==> src/rtl/throw_turn_ctl.sv <==
// Turn/throw initiator for the cat vs dog game. Charges throw force while the
// button is held, launches the active player's throw, counts at most one hit
// per throw, alternates turns with a fresh pseudo-random wind, and declares
// the winner when a player runs out of hit points.
module throw_turn_ctl #(
    parameter int         FORCE_TICK_CLKS = 650000,
    parameter int         FORCE_MAX       = 1023,
    parameter int         HP_INIT         = 5,
    parameter int         TIMEOUT_CLKS    = 650000000,
    parameter logic [6:0] LFSR_SEED       = 7'h5A
) (
    input  logic       clk,
    input  logic       rst,
    input  logic       btn_throw,
    input  logic       throw_done_cat,
    input  logic       throw_done_dog,
    input  logic       hit_by_cat,
    input  logic       hit_by_dog,
    output logic       enable_cat,
    output logic       enable_dog,
    output logic [9:0] throw_force,
    output logic [6:0] wind_force,
    output logic       turn,
    output logic [3:0] hp_cat,
    output logic [3:0] hp_dog,
    output logic       game_over,
    output logic       winner
);

    localparam int TW = (FORCE_TICK_CLKS > 1) ? $clog2(FORCE_TICK_CLKS) : 1;
    localparam int OW = (TIMEOUT_CLKS > 1) ? $clog2(TIMEOUT_CLKS) : 1;

    typedef enum logic [2:0] {
        IDLE,
        CHARGE,
        LAUNCH,
        RELEASE,
        GAME_OVER
    } state_t;

    state_t        state;
    logic          btn_prev;
    logic [6:0]    lfsr;
    logic [TW-1:0] tick_cnt;
    logic [OW-1:0] tout_cnt;
    logic          hit_taken;   // a hit has already been counted this throw
    logic          timed_out;   // throw ended by timeout, skip done-low wait

    // Signals of the player whose turn it is
    logic done_act;
    logic hit_act;
    logic [6:0] wind_next;

    assign done_act  = turn ? throw_done_dog : throw_done_cat;
    assign hit_act   = turn ? hit_by_dog : hit_by_cat;
    assign wind_next = (lfsr > 7'd100) ? (lfsr - 7'd100) : lfsr;

    // Game FSM with registered outputs; LFSR and button history run every clock
    always_ff @(posedge clk or posedge rst) begin
        if (rst) begin
            state       <= IDLE;
            btn_prev    <= 1'b0;
            lfsr        <= LFSR_SEED;
            tick_cnt    <= '0;
            tout_cnt    <= '0;
            hit_taken   <= 1'b0;
            timed_out   <= 1'b0;
            enable_cat  <= 1'b0;
            enable_dog  <= 1'b0;
            throw_force <= '0;
            wind_force  <= 7'd50;
            turn        <= 1'b0;
            hp_cat      <= 4'(HP_INIT);
            hp_dog      <= 4'(HP_INIT);
            game_over   <= 1'b0;
            winner      <= 1'b0;
        end else begin
            btn_prev <= btn_throw;
            lfsr     <= {lfsr[5:0], lfsr[6] ^ lfsr[5]};

            case (state)
                IDLE: begin
                    if (btn_throw && !btn_prev) begin
                        state       <= CHARGE;
                        throw_force <= '0;
                        tick_cnt    <= '0;
                    end
                end

                CHARGE: begin
                    if (!btn_throw) begin
                        state      <= LAUNCH;
                        enable_cat <= ~turn;
                        enable_dog <= turn;
                        tout_cnt   <= '0;
                        hit_taken  <= 1'b0;
                    end else if (tick_cnt == TW'(FORCE_TICK_CLKS - 1)) begin
                        tick_cnt <= '0;
                        if (throw_force != 10'(FORCE_MAX))
                            throw_force <= throw_force + 10'd1;
                    end else begin
                        tick_cnt <= tick_cnt + TW'(1);
                    end
                end

                LAUNCH: begin
                    // Only the first hit of the active player's projectile counts
                    if (hit_act && !hit_taken) begin
                        hit_taken <= 1'b1;
                        if (turn) begin
                            if (hp_cat != 4'd0) hp_cat <= hp_cat - 4'd1;
                        end else begin
                            if (hp_dog != 4'd0) hp_dog <= hp_dog - 4'd1;
                        end
                    end
                    if (done_act || tout_cnt == OW'(TIMEOUT_CLKS - 1)) begin
                        state      <= RELEASE;
                        enable_cat <= 1'b0;
                        enable_dog <= 1'b0;
                        timed_out  <= ~done_act;
                    end else begin
                        tout_cnt <= tout_cnt + OW'(1);
                    end
                end

                RELEASE: begin
                    if (timed_out || !done_act) begin
                        if (hp_cat == 4'd0 || hp_dog == 4'd0) begin
                            state     <= GAME_OVER;
                            game_over <= 1'b1;
                            winner    <= (hp_cat == 4'd0);
                        end else begin
                            state      <= IDLE;
                            turn       <= ~turn;
                            wind_force <= wind_next;
                        end
                    end
                end

                GAME_OVER: begin
                    enable_cat <= 1'b0;
                    enable_dog <= 1'b0;
                    game_over  <= 1'b1;
                end

                default: state <= IDLE;
            endcase
        end
    end

endmodule

==> config.mk <==
export PLATFORM = sky130hd
export DESIGN_NAME = throw_turn_ctl
export DESIGN_NICKNAME = d
export VERILOG_FILES = /design/src/rtl/throw_turn_ctl.sv
export SDC_FILE = /design/constraint.sdc
export NUM_CORES = 1
export LEC_CHECK = 0
export CORE_ASPECT_RATIO = 0.7
export CORE_MARGIN = 2
export CORE_UTILIZATION = 55
export CTS_CLUSTER_DIAMETER = 150
export DETAILED_ROUTE_END_ITERATION = 7
export HOLD_SLACK_MARGIN = 0.06
export PLACE_DENSITY = 0.77
export SYNTH_ARGS = -nofsm -noshare
export SYNTH_HDL_FRONTEND = slang
export SYNTH_SLANG_ARGS = --single-unit
==> constraint.sdc <==
create_clock -name clk -period 4.9 [get_ports clk]
set_input_delay 0.98 -clock clk [delete_from_list [all_inputs] [get_ports clk]]
set_output_delay 0.98 -clock clk [all_outputs]
set_load 0.02 [all_outputs]
### Word level (Yosys, flattened, before mapping)

Index checks and enable logic that the tools add are counted.

| storage, ports and cells | value |
|---|---|
| input bits | 7 |
| flip-flop bits (word level) | 93 |
| word-level logic and storage cells | 106 |

| cells by class | value |
|---|---|
| add/subtract/negate cells | 6 |
| bitwise gates (word level) | 5 |
| mux-type cells | 32 |
| order comparisons | 1 |
| reduce and logical (&&, ||, !) cells | 29 |
| equality and inequality tests | 17 |

Operator list:

| cell | number |
|---|---|
| 20-bit two-way mux | 3 |
| 30-bit two-way mux | 2 |
| 30-bit case mux with 2 select lines | 1 |
| 10-bit two-way mux | 4 |
| 20-bit case mux with 2 select lines | 1 |
| 30-bit by 1-bit adder with 30-bit output (second input constant) | 1 |
| 30-bit equality test (second input constant) | 1 |
| 3-bit AND reduction | 7 |
| 20-bit by 1-bit adder with 20-bit output (second input constant) | 1 |
| 20-bit equality test (second input constant) | 1 |
| 2-bit != test (second input constant) | 10 |
| 10-bit case mux with 2 select lines | 1 |
| 3-bit two-way mux | 5 |
| 3-bit case mux with 5 select lines | 1 |
| 10-bit by 1-bit adder with 10-bit output (second input constant) | 1 |
| 10-bit != test (second input constant) | 1 |
| 5-bit AND reduction | 2 |
| 1-bit two-way mux | 9 |
| 4-bit zero test | 2 |
| 4-bit AND reduction | 2 |
| 4-bit nonzero test | 2 |
| 4-bit by 1-bit subtractor with 4-bit output (second input constant) | 2 |
| 7-bit greater-than comparator (second input constant) | 1 |
| 7-bit two-way mux | 1 |
| 15 further kinds | 28 |

### Longest topological paths before layout

Gate-level depths: netlist (run 1).

| depth | value |
|---|---|
| depth after elaboration | 5 |
| gate-level depth with buffers | 8 |
| depth with buffers taken out | 7 |

### Worst setup path before layout (run 1)

Ideal clock, no wire load.

| path | value |
|---|---|
| path kind | input-to-reg |
| start point | input throw_done_dog |
| end point | register tout_cnt[19] |
| data required time | 4.817 ns |
| stages on the path | 7 |
| path buffers | 2 |
| data arrival time | 2.181 ns |
| path slack | 2.636 ns |
| cells stage by stage | mux2i_1 and2_1 clkbuf_1 buf_2 o311ai_0 a2bb2oi_1 o21ai_0 |

| on the way | value |
|---|---|
| longest elaborated chain between the ends | 4 |

RTL lines:

| what | line | source |
|---|---|---|
| from (decl) | 16 | `input logic throw_done_dog,` |
| 1-bit two-way mux | 54 | `assign done_act = turn ? throw_done_dog : throw_done_cat;` |
| 1-bit logical OR | 116 | `if (done_act \|\| tout_cnt == OW'(TIMEOUT_CLKS - 1)) begin` |
| 2-bit != test (no line) | n/a |  |
| 3-bit AND reduction (no line) | n/a |  |
| to (signal assigned) | 122 | `tout_cnt <= tout_cnt + OW'(1);` |
| to (decl) | 45 | `logic [OW-1:0] tout_cnt;` |

Every way passes these cells.
A chain may end at the register's enable or synchronous reset.

### Final worst setup path (run 1)

| path | value |
|---|---|
| start point | input throw_done_dog |
| end point | register tout_cnt[9] |

The elaborated chain is that of the path after synthesis.

==> results of run 1 <==
[sequential cells by signal, summed over array words and instances, names as in the netlist, 3 cells and up]
name / count
wind_force: 7
hp_dog: 4
tout_cnt: 30
lfsr: 7
throw_force: 10
state: 3
tick_cnt: 20
hp_cat: 4
[power by group]
group          internal [mW]  leakage (nW)  switching [mW]
logic                  0.131          1.19           0.294
registers              0.816          1.24          0.0754
clock network          0.430         0.158           0.310
total                   1.38          2.58           0.679
[how the worst max path moves through the flow]
stage / start / end / slack (ps) / cells past startpoint
floorplan: rst / btn_prev / 1520 / 1
global placement: throw_done_dog / tout_cnt[9] / 1460 / 5
detailed placement: throw_done_dog / tout_cnt[9] / 1320 / 5
CTS: throw_done_dog / tout_cnt[9] / 1700 / 5
global route: throw_done_dog / tout_cnt[9] / 1530 / 5
finish: throw_done_dog / tout_cnt[9] / 1630 / 5
[cell type report]
| type | count | area (sq um) | share of cell area, % |
|---|---|---|---|
| multi-input cells | 415 | 2700 | 45.2 |
| flip-flops and latches | 93 | 2340 | 39.3 |
| repair buffers | 38 | 375 | 6.30 |
| clock buffers | 11 | 253 | 4.24 |
| well taps | 124 | 155 | 2.60 |
| inverters | 19 | 72.6 | 1.22 |
| clock inverters | 5 | 67.6 | 1.13 |
[placed cells by master, fill, tap and decap left out, types with 5 or more instances in the layout]
cell              n
dfrtp_1          82
nand2_1          48
nor2_1           47
clkdlybuf4s50_1  36
nand3_1          28
nor3_1           25
o21ai_0          23
inv_1            18
xnor2_1          17
nand4_1          14
a21o_1           14
and3_1           13
o311ai_0         13
nor4_1           12
a21oi_1          11
dfstp_2          11
and2_1           10
a31oi_1           9
mux2i_1           9
clkbuf_16         9
ha_1              8
o31ai_1           7
nand2b_1          7
o2bb2ai_1         7
and4_1            6
a211o_1           6
nor3b_1           5
xor2_1            5
mux2_2            5
[stage by stage]
step	setup slack, ps	utilization [%]	cell area [sq um]	power, mW
4_1_cts	1700	64.7	5960	2.07
3_5_place_dp	1320	61.2	5640	1.32
5_1_grt	1530	64.7	5960	2.16
3_3_place_gp	1460	61.2	5640	1.31
6_report	1630	64.7	5960	2.06
2_1_floorplan	1520	-	5290	1.23
[worst max-delay path, cell delays in order]
cell	delay, ps
clkdlybuf4s50_1	400
mux2i_1	480
nand2_2	540
o21a_1	630
a221o_1	460
[cells by family (layout without fill, tap and decap cells)]
family | count (synthesis) | in the layout
AOI/OAI and AO/OA | 117 | 117
adders and majority gates | 8 | 8
muxes | 14 | 14
xor gates and xnor gates | 22 | 22
and+or+nand+nor | 254 | 254
DFF | 93 | 93
buffers and inverters | 52 | 73
[routing by layer]
layer	vias up	track usage, %	share of wire, %
met3	12	6.05	7.4
met2	171	34.9	43
li1	2115	-	-
met5	-	0	0
met4	0	7.73	0.89
met1	2174	35.6	49
==> impl_metrics.toml, run 1 <==
[synthesis]
synth_ff_type = "dfrtp_1"
ys_top_cells_by_area = "dfrtp_1, dfstp_2, nand2_1"
synth_largest_area_cell = "dfrtp_1"
synthesis.instances = 560
synth_top_family_by_area = "simple AND/OR/NAND/NOR gates"
ys_async_sr_fraction_pct = 100
synth_edf_count = 0
synth.mux.area_fraction_pct = 2.77
synth_most_common_cell = "dfrtp_1"
synth.distinct_cells = 74
netlist.area_leader.share_pct = 38.8
yosysWarnings = 0
synth_compound_area_share_pct = 15.9
seq_area_frac_synth_pct = 44.3
ys_top_cells_by_count = "dfrtp_1, nand2_1, nor2_1"
synth_area_sq_um = 5290
ys_ff_latch = 93
synth_xor_area_share_pct = 3.64
synthAdderAreaFrac_pct = 1.89
syn_area_per_cell_sq_um = 9.45
synth_nets = 575
yosys.area_share.simple_pct = 26.8

[sta]
clock.fmax_mhz = 306
relSlewSlack_pct = 42.4
hold_ws_ps = 381
tns_ps = 0
finalMaxSlewViolations = 0
tightestPinTransition_ps = 864
fin_crit_sh_pct = 66.8
setup_viol = 0
finalCriticalPeriod_ps = 3270
rsz0062_at_grt = "false"
hold_viol_final = 0
fin_worst_skew_ps = 7.44

[drt]
antenna_left = 0
firstDrtPassIters = 5
vias = 4472
via_per_inst = 6.34
wl_microns = 11900
first_iter_violations = 357
drc = 0
wire_per_inst_microns = 16.8

[clocking]
clk_latency_ps = 350
cts-root-buf = "clkbuf_16"
numCtsBuffers = 9
cts_tree = "yes"
cts_resized = 0
clk_pin_slew_ps = 60
clkSinkCount = 93
htreeDepth = 3
clk_path_buf_depth = 2
postCtsHoldBufs = 0
post_cts_buffers = 0

[place]
place_congestion = 0.853
hpwl_microns = 7990
dp_cells = 689
portBuffers = 36

[floorplan]
design.core.area_sq_um = 9220
initial_utilization_pct = 57.4
top_level_ports = 37
die_x_microns = 121
dieArea_sq_um = 10400
dieHeight_microns = 86.1
num_rows = 29

[critical_path]
critical_path_class = "in -> reg"
crit_required_ps = 5130
reg2regPathDepth = 4
rrSetupSlack_ps = 2050
cp.arrival_ps = 3500
end_kind = "flop"
critPathLaunchType = "input pin"
cp_max_fo = 34
r2r-end = "tout_cnt[9]"
r2r-start = "state[0]"

[power]
total_leakage_power_nw = 2.58
powerDensity_nw_per_um2 = 345
peakVddDrop_uv = 229

[finish]
drive_above_1_share_pct = 9.47
area_growth_syn_to_layout_pct = 12.7
num_antenna_cells = 0
nets = 591
final.fill_count = 775
fin_cells = 705

[grt]
grt_pass1_vias = 4112
grt_max_degree = 53
grt_first_pass_wirelength_microns = 20000
antenna_found_initial = 0
grt_overflow = 0
grtUsageTotal_pct = 24.1

[worst_hold_path]
min_to = "lfsr[4]"
hp-class = "reg -> reg"
holdPathStages = 0
hp-start = "lfsr[3]"

[flow_run]
drv_cap = 0

[status]
status = "completed"
No activity file was read; power rests on OpenSTA's default activity.
==> inputs of run 2 (changes only) <==
- CORE_UTILIZATION: 55 -> 54
- PLACE_DENSITY: 0.77 -> 0.79
- clock period: 4.9 -> 2.95 ns (I/O delays scaled with it)
==> run 2 against run 1 <==
Clock skew decreased by 1.4 ps. Clock power grew 71%. Sequential share of layout area fell by 0.80 points. Combinational power grew 85%. Via count is 3.0% higher. Wire length up 5.9%. Critical path depth grew 1. Core utilization fell by 1.4 points. Design area rose by 2.1%. Global-route usage is 1.1 points higher. Register-to-register slack worse by 1400 ps. Final cell count increased by 2.3%. Critical endpoint is now tick_cnt[18]. Largest cell class unchanged.
==> impl_metrics.toml, run 2 (same netlist as run 1, synthesis figures left out) <==
[status]
status = "completed"

[floorplan]
top_level_ports = 37
die_x_microns = 122
dieHeight_microns = 86.8
design.core.area_sq_um = 9610
dieArea_sq_um = 10600
initial_utilization_pct = 55.1
num_rows = 30

[grt]
grtUsageTotal_pct = 25.2
grt_overflow = 0
gr-usage-met1_pct = 37.5
antenna_found_initial = 0
grt_max_degree = 35
top_usage_layer = "met1"
grt_first_pass_wirelength_microns = 21100
grt_pass1_vias = 4202
grt.met2_usage_pct = 37.3
met3_usage_pct = 5.33

[clocking]
clk_pin_slew_ps = 70
cts-root-buf = "clkbuf_16"
numCtsBuffers = 9
cts_tree = "yes"
clk_latency_ps = 340
post_cts_buffers = 0
htreeDepth = 3
clk_path_buf_depth = 2
postCtsHoldBufs = 0
cts_resized = 0
clkSinkCount = 93

[sta]
tns_ps = 0
finalCriticalPeriod_ps = 2380
hold_viol_final = 0
setup_slack_ps = 570
clock.fmax_mhz = 420
fin_worst_skew_ps = 5.99
finalMaxSlewViolations = 0
tightestPinTransition_ps = 730
rsz0062_at_grt = "false"
relSlewSlack_pct = 51.2
fin_crit_sh_pct = 80.7
setup_viol = 0

[worst_hold_path]
hp-class = "reg -> reg"
holdPathStages = 0
min_to = "lfsr[4]"
hp-start = "lfsr[3]"

[drt]
antenna_left = 0
wire_per_inst_microns = 17.4
drc = 0
vias = 4605
firstDrtPassIters = 5
wl_microns = 12600
via_per_inst = 6.39
first_iter_violations = 533

[finish]
final_cell_mix = "dfrtp_1, nand2_1, nor2_1, clkdlybuf4s50_1, nand3_1"
num_antenna_cells = 0
largest_register_ffs = 30
area_growth_syn_to_layout_pct = 15.0
mostFrequentLayoutCell = "dfrtp_1"
regMostFlops = "tout_cnt"
nets = 603
final.fill_count = 798
drive_above_1_share_pct = 11.3
top_regs = "tout_cnt (30), tick_cnt (20), throw_force (10)"

[critical_path]
slowest_delay_ps = 600
cp_max_fo = 15
r2r-start = "tout_cnt[24]"
end_kind = "flop"
critPathLaunchType = "input pin"
crit_path_cell_trace = "clkdlybuf4s50_1 > nor3b_1 > nand2_1 > nor4_1 > xnor2_1 > nor2_1"
cp.arrival_ps = 2610
critical_path.startpoint = "btn_throw"
slowest_stage = "clkdlybuf4s50_1"
critical_path_class = "in -> reg"
reg2regPathDepth = 6
r2r-end = "tout_cnt[1]"
crit_required_ps = 3180
rrSetupSlack_ps = 630

[power]
peakVddDrop_uv = 357
total_leakage_power_nw = 2.65
powerDensity_nw_per_um2 = 580

[flow_run]
drv_cap = 0

[place]
portBuffers = 36
place_congestion = 0.989
hpwl_microns = 8850
place_ws_ps = 291
==> run 2: cell count changes in the layout (fill, tap and decap cells not counted) <==
cell | previous run | this run
buf_12 | 0 | 2
clkinvlp_4 | 0 | 1
clkinv_2 | 1 | 2
inv_8 | 1 | 0
clkinv_4 | 3 | 1
bufinv_16 | 1 | 2
inv_6 | 0 | 2
buf_4 | 2 | 12
clkbuf_8 | 2 | 0
==> run 2: cell type report <==
type	count	area (sq um)	area share, %
Clock inverter	7	96.3	1.58
Inverter	19	75.1	1.23
Timing Repair Buffer	50	490	8.06
Clock buffer	9	225	3.70
Sequential cell	93	2340	38.5
Multi-Input combinational cell	415	2700	44.3
Tap cell	128	160	2.63
==> run 2: through the flow <==
stage / instances / hold WS [ps] / area (sq um) / util, % / total power [mW]
final: 721 / 379 / 6080 / 63.3 / 3.53
after global routing: 721 / 390 / 6080 / 63.3 / 3.70
after CTS: 721 / 379 / 6080 / 63.3 / 3.53
after detailed placement: 705 / 368 / 5760 / 60.0 / 2.26
after global placement: 705 / 367 / 5760 / 60.0 / 2.24
after floorplan: 560 / 361 / 5290 / - / 2.04
==> run 2: how the worst max path moves through the flow <==
stage | slack, ps | to | depth (start not counted)
4_1_cts | 630 | tick_cnt[14] | 6
5_1_grt | 460 | tick_cnt[16] | 6
3_5_place_dp | 290 | tick_cnt[14] | 6
6_report | 570 | tick_cnt[18] | 6
3_3_place_gp | 350 | tick_cnt[14] | 6
2_1_floorplan | 910 | tout_cnt[19] | 8
==> run 2: where the power goes <==
group	internal, mW	switching (mW)	total [mW]
clock	0.747	0.516	1.26
sequential	1.36	0.126	1.48
combinational	0.282	0.503	0.785
==> run 2: critical path: cells and delay by family <==
family | cells | cell delay [ps]
buffers and inverters | 1 | 600
XOR/XNOR | 1 | 180
AND/OR/NAND/NOR | 4 | 1240
==> run 2: layer usage <==
layer	up-vias	share of wire [%]
met3	17	8.0
met4	0	1.2
met1	2236	46
met2	222	44
li1	2130	-
met5	-	0
==> inputs of run 3 (changes only) <==
- CORE_UTILIZATION: 54 -> 55
- PLACE_DENSITY: 0.79 -> 0.77
- clock period: 2.95 -> 2.38 ns (I/O delays scaled with it)
==> run 3 against run 2 <==
First-iteration DRC count is 23% lower. Clock-buffer cell count rose by 1. Register-to-register slack worse by 470 ps. Combinational power up 39%. Total power increased by 26%. Global-route usage grew 0.41 points. Non-clock buffer count is 7 higher. Final cell count rose by 0.42%. Core utilization is 3.4 points higher. Flip-flop and latch count unchanged. Critical endpoint is now tout_cnt[13]. Largest cell class unchanged. Largest power group unchanged.
==> impl_metrics.toml, run 3 (same netlist as run 1, synthesis figures left out) <==
[place]
portBuffers = 36
hpwl_microns = 8640
place_ws_ps = -16.1
placed_cell_area_sq_um = 5820
dp_cells = 708
place_congestion = 0.884

[clocking]
clk_pin_slew_ps = 70
cts_resized = 0
htreeDepth = 3
clk_latency_ps = 350
cts_tree = "yes"
postCtsHoldBufs = 0
clkSinkCount = 93
post_cts_buffers = 0
cts-root-buf = "clkbuf_16"
clk_path_buf_depth = 2
numCtsBuffers = 9

[finish]
drive_above_1_share_pct = 12.2
final_area_sq_um = 6140
num_antenna_cells = 0
final.fill_count = 748
final_cell_mix = "dfrtp_1, nand2_1, nor2_1, clkdlybuf4s50_1, nand3_1"
mostFrequentLayoutCell = "dfrtp_1"
regMostFlops = "tout_cnt"
nets = 610
top_regs = "tout_cnt (30), tick_cnt (20), throw_force (10)"
seq_area_sq_um = 2340
area_growth_syn_to_layout_pct = 16.2
multi_input_area_sq_um = 2700
fin_cells = 724
largest_register_ffs = 30
post-route-util_pct = 66.7

[critical_path]
critical_path_class = "reg -> reg"
crit_path_cell_trace = "nor4b_1 > nand3_1 > nor3_4 > buf_12 > and4b_1 > a211o_1"
slowest_delay_ps = 430
cp.arrival_ps = 2450
crit_required_ps = 2610
cp_max_fo = 26
end_kind = "flop"
slowest_stage = "dfrtp_1"
r2r-start = "tout_cnt[14]"
critical_path.startpoint = "tout_cnt[14]"
critPathLaunchType = "flop"

[sta]
tns_ps = 0
hold_viol_final = 0
tightestPinTransition_ps = 553
rsz0062_at_grt = "false"
setup_viol = 0
fin_worst_skew_ps = 6.75
setup_slack_ps = 160
fin_crit_sh_pct = 93.3
clock.fmax_mhz = 451
relSlewSlack_pct = 63.0
finalCriticalPeriod_ps = 2220
finalMaxSlewViolations = 0
hold_ws_ps = 381

[drt]
drc = 0
vias = 4594
firstDrtPassIters = 5
wl_microns = 12400
via_per_inst = 6.35
antenna_left = 0
first_iter_violations = 413
wire_per_inst_microns = 17.2

[grt]
grt_first_pass_wirelength_microns = 21300
grtUsageTotal_pct = 25.6
antenna_found_initial = 0
grt_max_degree = 94
grt_overflow = 0
grt_pass1_vias = 4380

[floorplan]
initial_utilization_pct = 57.4
dieHeight_microns = 86.1
top_level_ports = 37
die_x_microns = 121
design.core.area_sq_um = 9220
dieArea_sq_um = 10400
num_rows = 29

[status]
status = "completed"

[power]
powerDensity_nw_per_um2 = 722
total_leakage_power_nw = 2.69
peakVddDrop_uv = 487
p_total_mw = 4.44

[worst_hold_path]
hp-start = "lfsr[3]"
hp-class = "reg -> reg"

[flow_run]
drv_cap = 0
run 3: worst max-delay path: cells and delay by family (launching register included):
family,cells,cell delay [ps]
buffers and inverters,1,210
and+or+nand+nor,4,1170
AOI/OAI and AO/OA,1,270
DFF,1,430
run 3: final timing paths:
| kind | slack [ps] | depth (start not counted) | end |
|---|---|---|---|
| min reg2reg | 380 | 0 | lfsr[4] |
| max | 160 | 6 | tout_cnt[13] |
| max in group asynchronous | 1400 | 3 | lfsr[6] |
| min in group asynchronous | 610 | 3 | tick_cnt[12] |
| min | 380 | 0 | lfsr[4] |
| max reg2reg | 160 | 6 | tout_cnt[13] |
run 3: area by class of cell:
| cell class | instances | area share [%] |
|---|---|---|
| Clock buffer | 10 | 3.73 |
| Clock inverter | 6 | 1.53 |
| Multi-Input combinational cell | 415 | 43.9 |
| Timing Repair Buffer | 57 | 9.04 |
| Tap cell | 124 | 2.52 |
| Sequential cell | 93 | 38.1 |
| Inverter | 19 | 1.22 |
run 3: layer usage:
layer  wire [microns]  vias up  global-route usage, %
met4              147        0                   8.25
met2             5400      184                   36.5
met1             5950     2245                   38.0
met5                0        -                      0
li1                 -     2150                      -
met3              922       15                   6.78
run 3: power by group:
part	internal (mW)	switching (mW)	total [mW]	leakage (nW)
Sequential	1.68	0.103	1.78	1.24
Combinational	0.405	0.681	1.09	1.29
Clock	0.934	0.633	1.57	0.159
